**src/rtl/state_sequencer.sv**
```systemverilog
// Multi-cycle control sequencer: walks FETCH/DECODE/execute chains and emits StateID for the control decoder.
// Optional LM/SM block transfers are compiled in with `define LMSM_EN.
module state_sequencer #(
   parameter int STATE_W = 5
) (
   input  logic               clk,
   input  logic               reset,
   input  logic [15:0]        IR,
   input  logic               mem_ready,
   input  logic               C_flag,
   input  logic               Z_flag,
   input  logic               eq,
   output logic [STATE_W-1:0] StateID,
   output logic [2:0]         lmsm_idx,
   output logic               lmsm_last,
   output logic               illegal
);

   typedef enum logic [STATE_W-1:0] {
      FETCH     = STATE_W'(0),
      ADD_EX    = STATE_W'(1),
      ADD_WB    = STATE_W'(2),
      DECODE    = STATE_W'(3),
      NDU_EX    = STATE_W'(8),
      NDU_WB    = STATE_W'(9),
      ADI_EX    = STATE_W'(11),
      ADI_WB    = STATE_W'(12),
      LHI_WB    = STATE_W'(13),
      MEM_ADDR  = STATE_W'(14),
      LW_RD     = STATE_W'(15),
      LW_WB     = STATE_W'(16),
      SW_WR     = STATE_W'(17),
      LMSM_INIT = STATE_W'(18),
      LM_RD     = STATE_W'(19),
      SM_WR     = STATE_W'(20),
      BEQ_CMP   = STATE_W'(21),
      BEQ_TAKE  = STATE_W'(22),
      JAL       = STATE_W'(23),
      JLR       = STATE_W'(24),
      PC_INC    = STATE_W'(25)
   } state_t;

   state_t     state, next_state;
   logic [3:0] opcode;
   logic       cond_ok, cond_bad, illegal_c;
   logic       unused_ir;

   assign opcode    = IR[15:12];
   assign StateID   = state;
   assign unused_ir = ^IR;

   // ADD/NDU condition codes: 00 always, 01 needs Z, 10 needs C, 11 undefined
   assign cond_bad = (IR[1:0] == 2'b11);
   always_comb begin
      cond_ok = 1'b0;
      case (IR[1:0])
         2'b00:   cond_ok = 1'b1;
         2'b01:   cond_ok = Z_flag;
         2'b10:   cond_ok = C_flag;
         default: cond_ok = 1'b0;
      endcase
   end

`ifdef LMSM_EN
   logic [7:0] mask, mask_clr;
   logic [2:0] idx;

   function automatic logic [2:0] lowest_bit(input logic [7:0] m);
      lowest_bit = 3'd0;
      for (int i = 7; i >= 0; i--)
         if (m[i]) lowest_bit = 3'(i);
   endfunction

   assign mask_clr = mask & ~(8'b1 << idx);

   always_ff @(posedge clk) begin
      if (reset) begin
         mask <= 8'd0;
         idx  <= 3'd0;
      end else if (state == LMSM_INIT) begin
         mask <= IR[7:0];
         idx  <= lowest_bit(IR[7:0]);
      end else if ((state == LM_RD || state == SM_WR) && mem_ready) begin
         mask <= mask_clr;
         idx  <= lowest_bit(mask_clr);
      end
   end

   assign lmsm_idx  = idx;
   assign lmsm_last = (state == LM_RD || state == SM_WR) && (mask != 8'd0) &&
                      ((mask & (mask - 8'd1)) == 8'd0);
`else
   assign lmsm_idx  = 3'd0;
   assign lmsm_last = 1'b0;
`endif

   always_ff @(posedge clk) begin
      if (reset) state <= FETCH;
      else       state <= next_state;
   end

   always_comb begin
      next_state = state;
      illegal_c  = 1'b0;
      case (state)
         FETCH:    if (mem_ready) next_state = DECODE;
         DECODE: begin
            case (opcode)
               4'b0000: begin
                  illegal_c  = cond_bad;
                  next_state = cond_ok ? ADD_EX : PC_INC;
               end
               4'b0010: begin
                  illegal_c  = cond_bad;
                  next_state = cond_ok ? NDU_EX : PC_INC;
               end
               4'b0001:          next_state = ADI_EX;
               4'b0011:          next_state = LHI_WB;
               4'b0100, 4'b0101: next_state = MEM_ADDR;
`ifdef LMSM_EN
               4'b0110, 4'b0111: next_state = LMSM_INIT;
`endif
               4'b1100:          next_state = BEQ_CMP;
               4'b1000:          next_state = JAL;
               4'b1001:          next_state = JLR;
               default: begin
                  illegal_c  = 1'b1;
                  next_state = PC_INC;
               end
            endcase
         end
         ADD_EX:   next_state = ADD_WB;
         ADD_WB:   next_state = PC_INC;
         NDU_EX:   next_state = NDU_WB;
         NDU_WB:   next_state = PC_INC;
         ADI_EX:   next_state = ADI_WB;
         ADI_WB:   next_state = PC_INC;
         LHI_WB:   next_state = PC_INC;
         MEM_ADDR: next_state = opcode[0] ? SW_WR : LW_RD;
         LW_RD:    if (mem_ready) next_state = LW_WB;
         LW_WB:    next_state = PC_INC;
         SW_WR:    if (mem_ready) next_state = PC_INC;
`ifdef LMSM_EN
         LMSM_INIT: begin
            if (IR[7:0] == 8'd0) next_state = PC_INC;
            else                 next_state = opcode[0] ? SM_WR : LM_RD;
         end
         LM_RD, SM_WR:
            if (mem_ready && mask_clr == 8'd0) next_state = PC_INC;
`endif
         BEQ_CMP:  next_state = eq ? BEQ_TAKE : PC_INC;
         BEQ_TAKE: next_state = FETCH;
         JAL:      next_state = FETCH;
         JLR:      next_state = FETCH;
         PC_INC:   next_state = FETCH;
         default:  next_state = FETCH;
      endcase
   end

   assign illegal = illegal_c & ~reset;

endmodule

```
**config.mk**
```make
export PLATFORM = sky130hd
export DESIGN_NAME = state_sequencer
export DESIGN_NICKNAME = d
export VERILOG_FILES = /design/src/rtl/state_sequencer.sv
export SDC_FILE = /design/constraint.sdc
export NUM_CORES = 1
export LEC_CHECK = 0
export CAP_MARGIN = 25
export CORE_MARGIN = 1
export CORE_UTILIZATION = 45
export DETAILED_ROUTE_END_ITERATION = 12
export PLACE_DENSITY = 0.85
export SETUP_SLACK_MARGIN = 0.5
export SYNTH_ARGS = -nofsm -noshare
export SYNTH_HDL_FRONTEND = slang
export SYNTH_SLANG_ARGS = --single-unit
```
**constraint.sdc**
```tcl
create_clock -name clk -period 4.7 [get_ports clk]
set_input_delay 0.47 -clock clk [delete_from_list [all_inputs] [get_ports clk]]
set_output_delay 0.47 -clock clk [all_outputs]
set_load 0.005 [all_outputs]
```
# Word level (Yosys, flattened, before mapping)
# Index checks and enable logic that the tools add are counted.
# W data, S select, Z words.
classes:
  n_eq_ne: 27
  n_mux: 12
  bitwise: 2
  reduce_logical: 8
op_table:
  columns: ["cell", "count"]
  rows:
  - ["$pmux W5 S10", 1]
  - ["$pmux W5 S8", 1]
  - ["$eq A5 B4 Y1 const B", 7]
  - ["$mux W5", 6]
  - ["$eq A5 B5 Y1 const B", 3]
  - ["$eq A4 B4 Y1 const B", 3]
  - ["$eq A5 B2 Y1 const B", 2]
  - ["$eq A4 B2 Y1 const B", 2]
  - ["$eq A4 B3 Y1 const B", 2]
  - ["$reduce_or A7 Y1", 1]
  - ["$ne A2 B2 Y1 const B", 3]
  - ["$eq A5 B1 Y1 const B", 1]
  - ["$logic_not A5 Y1", 1]
  - ["$reduce_or A5 Y1", 1]
  - ["$eq A2 B2 Y1 const B", 2]
  - ["$eq A4 B1 Y1 const B", 1]
  - ["$logic_not A4 Y1", 1]
  - ["$mux W4", 1]
  - ["$reduce_or A2 Y1", 2]
  - ["$pmux W1 S3", 1]
  - ["$reduce_and A3 Y1", 1]
  - ["$eq A2 B1 Y1 const B", 1]
  - ["$logic_not A2 Y1", 1]
  - ["$pmux W1 S2", 1]
  - ["other kinds (3)", 3]
word_totals:
  ff_bits: 5
  in_bits: 22
  output_inout_bits: 10
  elab_cells: 50

# Longest topological paths before layout
# Gate-level depths: netlist (run 1).
depth:
  depth_word: 5
  mapped_depth: 7
  mapped_depth_nobuf: 5

# Worst setup path before layout (run 1)
# Ideal clock, no wire load.
synth_timing:
  kind: "input to output"
  from: "input IR[15]"
  to: "output illegal"
  t_arrival_ns: 1.311
  setup_slack_ns: 2.919
  cell_stages: 4
  path_buffers: 1
  cell_sequence: "clkbuf_1 nor3_1 nand3_1 a311oi_1"
synth_via:
  elab_chain_len: 5
  word_cells_on_any_way: 14
  classes_between: "8 x eq/ne; 2 x mux; 1 x bitwise; 3 x reduce/logical"
synth_lines:
  columns: ["element", "line", "text"]
  rows:
  - ["start, declared", "8", "input logic [15:0] IR,"]
  - ["$eq A4 B4 Y1 (tied with other cells)", "108", "case (opcode)"]
  - ["$reduce_or A7 Y1 (no line) / $reduce_or A2 Y1 (equally long branches)", null, null]
  - ["$pmux W1 S2 *", "108", null]
  - ["$mux W1 *", "105", "case (state)"]
  - ["$and A1 B1 Y1 *", "160", "assign illegal = illegal_c & ~reset;"]
  - ["end, declared", "16", "output logic illegal"]
# Mark *: on every way between the ends. The rest lies on a longest branch, timed or not.

# Worst setup path in the final report (run 1)
# Same ends and word-level chain as after synthesis.

==> impl_metrics.csv, run 1 <==
group,metric,value,unit
status,status,"complete, no violations",
die,initial_utilization,0.488,
placement,port_buffers,17,
cts,path_clk_slew,50,ps
placement,place_congestion,0.827,
placement,place_inst,128,
cts,cts_buffer_depth,2,
placement,dp_hpwl,1170,um
global_routing,grt_pass1_wl,2760,um
critical_path,cp.arrival,2330,ps
critical_path,rr_startpoint,"StateID[2]$_SDFFE_PP0P_",
critical_path,required,4230,ps
synth,yosysMostFrequentCell,"nor2_1",
worst_hold_path,min_from,"StateID[0]$_SDFFE_PP0P_",
cells_and_area,fill_cells,143,
global_routing,grt_max_degree,20,
cts,cts_setup_buffers,0,
critical_path,cp_max_fo,10,
global_routing,grt_pass1_vias,674,
power,cellPowerDensity,356,nW/um2
die,die_x,42.6,um
cells_and_area,multi_input_area,547,um2
synth,yosysSeqAreaShare,0.135,
die,core-area,1520,um2
route,detail-route-antenna-nets,0,
cells_and_area,area_delta_synth_final,18.2,%
timing,fin_crit,2800,ps
cts,clock-root-buffer,"clkbuf_4",
timing,relSlewSlack,0.583,
route,wl_per_cell,12.4,um
synth,yosys.cell_types.count,43,
die,io_pins,32,
placement,place_area,852,um2
synth,synth_ff_type,"dfxtp_1",
timing,fin_worst_skew,11.0,ps
die,rows,14,
cts,post_cts_resized,0,
critical_path,cp-end-kind,"output pin",
cts,clk_latency,250,ps
synth,synthCells,107,
synth,synth_edf_count,0,
timing,slew_viol_final,0,
power,leakagePower,0.000312,uW
route,remaining_drc_errors,0,
synth,yosysWarnings,0,
synth,synth-async-reset-ratio,0,
route,drt-vias-per-instance,5.99,
route,finalWirelength,1640,um
route,drt_iter0_drc,21,
cts,tritoncts,"yes",
synth,synth.avg_cell_area,6.95,um2
synth,synth_area_leaders,"dfxtp_1 13%, a21oi_1 6.1%, nor2_1 5.6%",
cells_and_area,stdcell_count,132,
cells_and_area,seq_area,100,um2
critical_path,start_kind,"primary input",
synth,yosys.area.top_type,"dfxtp_1",
critical_path,crit_type,"primary input to output pin",
synth,yosys-top-cells-count,"11 x nor2_1, 9 x a21oi_1, 8 x o21ai_0",
critical_path,worstSetupStartpoint,"IR[15]",
power,peakVddDrop,279,uV
cells_and_area,final_cell_area,878,um2
cells_and_area,layout-drive-gt1-share,0.0690,
timing,fmax,357,MHz
cells_and_area,antennaDiodeCount,0,
route,dr.pass1.iters,4,
cts,h-tree-depth,1,
worst_hold_path,hold_class,"flop to flop",
critical_path,r2r_cells,5,
synth,synth_top_cell_area_share,0.135,
job,drv_cap,0,
cts,cts_made_buffers,3,
timing,rsz0062_at_grt,"false",
synth,yosys_register_bits,5,
global_routing,grt-ovfl-total,0,
global_routing,gr-usage-all-layers,0.193,
cts,cts_sinks,5,
synth,syn_area,743,um2
timing,final_hold_viol_count,0,
die,die_area,1820,um2
timing,tns,0,ps
timing,period_share,0.595,
cts,cts_hold_buffers,0,
cells_and_area,final_nets,139,
route,num_vias,791,
die,die_height,42.6,um
worst_hold_path,min_path_cells,3,
global_routing,antenna_found_initial,0,
cells_and_area,largest_reg_flops,5,
timing,worst_pin_slew,625,ps
timing,setup_viol,0,
[where the power goes]
part	switching, uW	internal [uW]
Clock	18.6	32.1
Sequential	38.7	53.5
Combinational	75.1	94.7
[layout make-up]
cell class,count,share of cell area
Sequential cell,5,0.114
Multi-Input combinational cell,86,0.623
Timing Repair Buffer,17,0.194
Clock buffer,4,0.0299
Tap cell,16,0.0228
Inverter,4,0.0171
[cell usage in the layout, fill, tap and decap left out, types with 2 or more instances in the layout]
| cell type | synthesis | routed |
|---|---|---|
| a21oi_1 | 9 | 9 |
| o31a_1 | 2 | 2 |
| nor2b_1 | 4 | 4 |
| a311oi_1 | 2 | 2 |
| nand3b_1 | 3 | 3 |
| conb_1 | 1 | 4 |
| clkbuf_4 | 0 | 3 |
| xnor2_1 | 2 | 2 |
| clkdlybuf4s50_1 | 0 | 17 |
| inv_1 | 4 | 4 |
| dfxtp_1 | 5 | 5 |
| o22ai_1 | 2 | 2 |
| nand2b_1 | 3 | 3 |
| nor3_1 | 5 | 5 |
| nand2_1 | 5 | 5 |
| o21ai_0 | 8 | 8 |
| nor2_1 | 11 | 11 |
| nand3_1 | 3 | 3 |
[through the flow]
stage / setup WS, ps / hold WS, ps / util / total power [uW]
detailed placement: 1940 / 808 / 0.559 / 262
CTS: 1910 / 818 / 0.576 / 314
global placement: 1950 / 807 / 0.559 / 258
finish: 1900 / 821 / 0.576 / 313
global route: 1770 / 877 / 0.576 / 340
floorplan: 2920 / 539 / - / 218
[worst paths after layout]
path	to	slack (ps)
worst min register to register	StateID[4]$_SDFFE_PP0P_	820
worst max-delay path	illegal	1900
worst min-delay path	StateID[4]$_SDFFE_PP0P_	820
worst max register to register	StateID[3]$_SDFFE_PP0P_	2740
[logic make-up (layout without fill, tap and decap cells)]
group | after synthesis | after routing | synth area share
compound gates | 35 | 35 | 0.342
xor+xnor | 2 | 2 | 0.0236
buf+inv | 19 | 25 | 0.145
flops | 5 | 5 | 0.135
mux | 2 | 2 | 0.0353
other cells | 1 | 4 | 0.00505
simple gates | 43 | 43 | 0.315
[worst max-delay path, cell delays in order]
cell and delay (ps):
clkdlybuf4s50_1 560, nor3_1 360, nand3_1 120, a311oi_1 280, clkdlybuf4s50_1 540
[routing by layer]
layer,vias to the layer above,routed length [um],global-route usage
li1,396,-,-
met5,-,0,0
met4,0,8,0.0500
met2,37,745,0.288
met3,2,119,0.0733
met1,356,765,0.257
Note: power is estimated with default switching activity, not from simulation.
==> run 2: changes to the inputs <==
Settings changed: CORE_UTILIZATION 45 to 42, PLACE_DENSITY 0.85 to 0.8.
Clock period 4.7 ns to 2.9 ns, I/O delays scaled along.
==> impl_metrics.csv, run 2 (synthesized netlist as in run 1, its figures left out) <==
group,metric,value,unit
route,remaining_drc_errors,0,
cts,path_clk_slew,50,ps
die,die_x,44.1,um
critical_path,cp-end-kind,"output pin",
timing,fin_crit,2260,ps
power,leakagePower,0.000349,uW
power,internal_power,299,uW
placement,dp_hpwl,1380,um
timing,fmax,443,MHz
die,rows,14,
global_routing,use_met3,0.0163,
critical_path,ff2ff_setup_slack,910,ps
global_routing,gr-usage-all-layers,0.229,
cells_and_area,layout-drive-gt1-share,0.111,
power,p_switching,232,uW
critical_path,r2r-end,"StateID[3]$_SDFFE_PP0P_",
timing,tns,0,ps
timing,fin_worst_skew,12.3,ps
power,pwr-share-comb,0.569,
cells_and_area,antennaDiodeCount,0,
critical_path,r2r_cells,5,
die,initial_utilization,0.471,
cts,cts_buffer_depth,2,
cells_and_area,fill_cells,154,
status,status,"complete, no violations",
cells_and_area,final_core_util,0.577,
timing,final_hold_viol_count,0,
critical_path,crit_type,"flop to output pin",
timing,setup_viol,0,
global_routing,grt-ovfl-total,0,
route,detail-route-antenna-nets,0,
critical_path,cp.arrival,1970,ps
timing,relSlewSlack,0.574,
route,num_vias,808,
route,drt_iter0_drc,17,
critical_path,rr_startpoint,"StateID[2]$_SDFFE_PP0P_",
cells_and_area,area_delta_synth_final,22.4,%
power,cellPowerDensity,584,nW/um2
timing,worst_pin_slew,638,ps
cells_and_area,final_common_cell,"clkdlybuf4s50_1",
cts,cts_sinks,5,
timing,rsz0062_at_grt,"false",
global_routing,grtUsageMet2,0.376,
route,dr.pass1.iters,4,
cells_and_area,final_nets,140,
critical_path,required,2610,ps
power,peakVddDrop,417,uV
worst_hold_path,min_from,"reset",
cts,clk_latency,260,ps
die,die_height,44.1,um
cells_and_area,final_cell_mix,"14 x clkdlybuf4s50_1, 10 x nor2_1, 9 x a21oi_1",
critical_path,start_kind,"flop",
cts,clock-root-buffer,"clkbuf_4",
cts,cts_setup_buffers,0,
route,wl_per_cell,14.7,um
timing,period_share,0.778,
worst_hold_path,hold_class,"primary input to flop",
power,finalPower,532,uW
die,io_pins,32,
global_routing,grtUsageMet1,0.301,
worst_hold_path,min_to,"StateID[4]$_SDFFE_PP0P_",
cts,h-tree-depth,1,
cts,cts_made_buffers,3,
global_routing,gr-max-usage-layer,"met2",
placement,post-place-ws,496,ps
power,pwr-share-seq,0.266,
global_routing,grt_pass1_vias,769,
placement,port_buffers,17,
global_routing,grt_pass1_wl,3390,um
critical_path,cp_max_fo,13,
timing,setup_slack,643,ps
route,finalWirelength,1960,um
cells_and_area,largest_reg_flops,5,
job,drv_cap,0,
timing,slew_viol_final,0,
power,clkPwrFrac,0.165,
power,swShare,0.437,
die,die_area,1940,um2
die,core-area,1580,um2
placement,place_congestion,0.846,
route,drt-vias-per-instance,6.08,
global_routing,antenna_found_initial,0,
cts,tritoncts,"yes",
global_routing,grt_max_degree,20,
worst_hold_path,min_path_cells,2,
## run 2: metrics by stage
step	hold WS (ps)	instance area, um2	std cells
floorplan	359	754	110
global placement	781	860	129
detailed placement	779	860	129
CTS	694	892	133
global route	742	910	133
finish	696	910	133
## run 2: worst max path at each step
stage                            start                       to  slack (ps)  cells past startpoint
2_1_floorplan  StateID[4]$_SDFFE_PP0P_  StateID[1]$_SDFFE_PP0P_        1320                      6
3_3_place_gp                    IR[15]                  illegal         500                      5
3_5_place_dp                    IR[12]                  illegal         500                      5
4_1_cts        StateID[0]$_SDFFE_PP0P_                  illegal         520                      4
5_1_grt        StateID[1]$_SDFFE_PP0P_                  illegal         500                      4
6_report       StateID[1]$_SDFFE_PP0P_                  illegal         640                      4
## run 2: layout make-up
type,instances,area (um2),area share
sequential,5,103,0.113
tap,16,20.0,0.0220
inverter,4,15.0,0.0165
timing repair buffer,18,185,0.204
clock buffer,4,26.3,0.0289
multi-input combinational,86,561,0.616
## run 2: power by group through the flow
stage	sequential [uW]	combinational, uW	clock [uW]
after CTS	138	299	89.1
after floorplan	99.6	254	0
after global routing	148	333	91.8
after global placement	138	287	0
after detailed placement	138	297	0
final	142	302	87.7
## run 2: worst max-delay path: stages (launching register included)
cell,delay (ps)
dfxtp_2,450
nand3b_1,200
nand2b_1,240
a311oi_1,270
clkdlybuf4s50_1,540
## run 2: metal layers
layer	vias to the layer above	share of wire
met3	7	0.054
met4	0	0.030
met5	-	0
met1	358	0.42
li1	397	-
met2	46	0.50
## run 2: what timing repair did
action | 4_1_cts | 5_1_grt
hold buffers | 0 | 0
setup endpoints to repair | 1 | 1
pin swaps | 0 | 2
resized for setup | 2 | 6
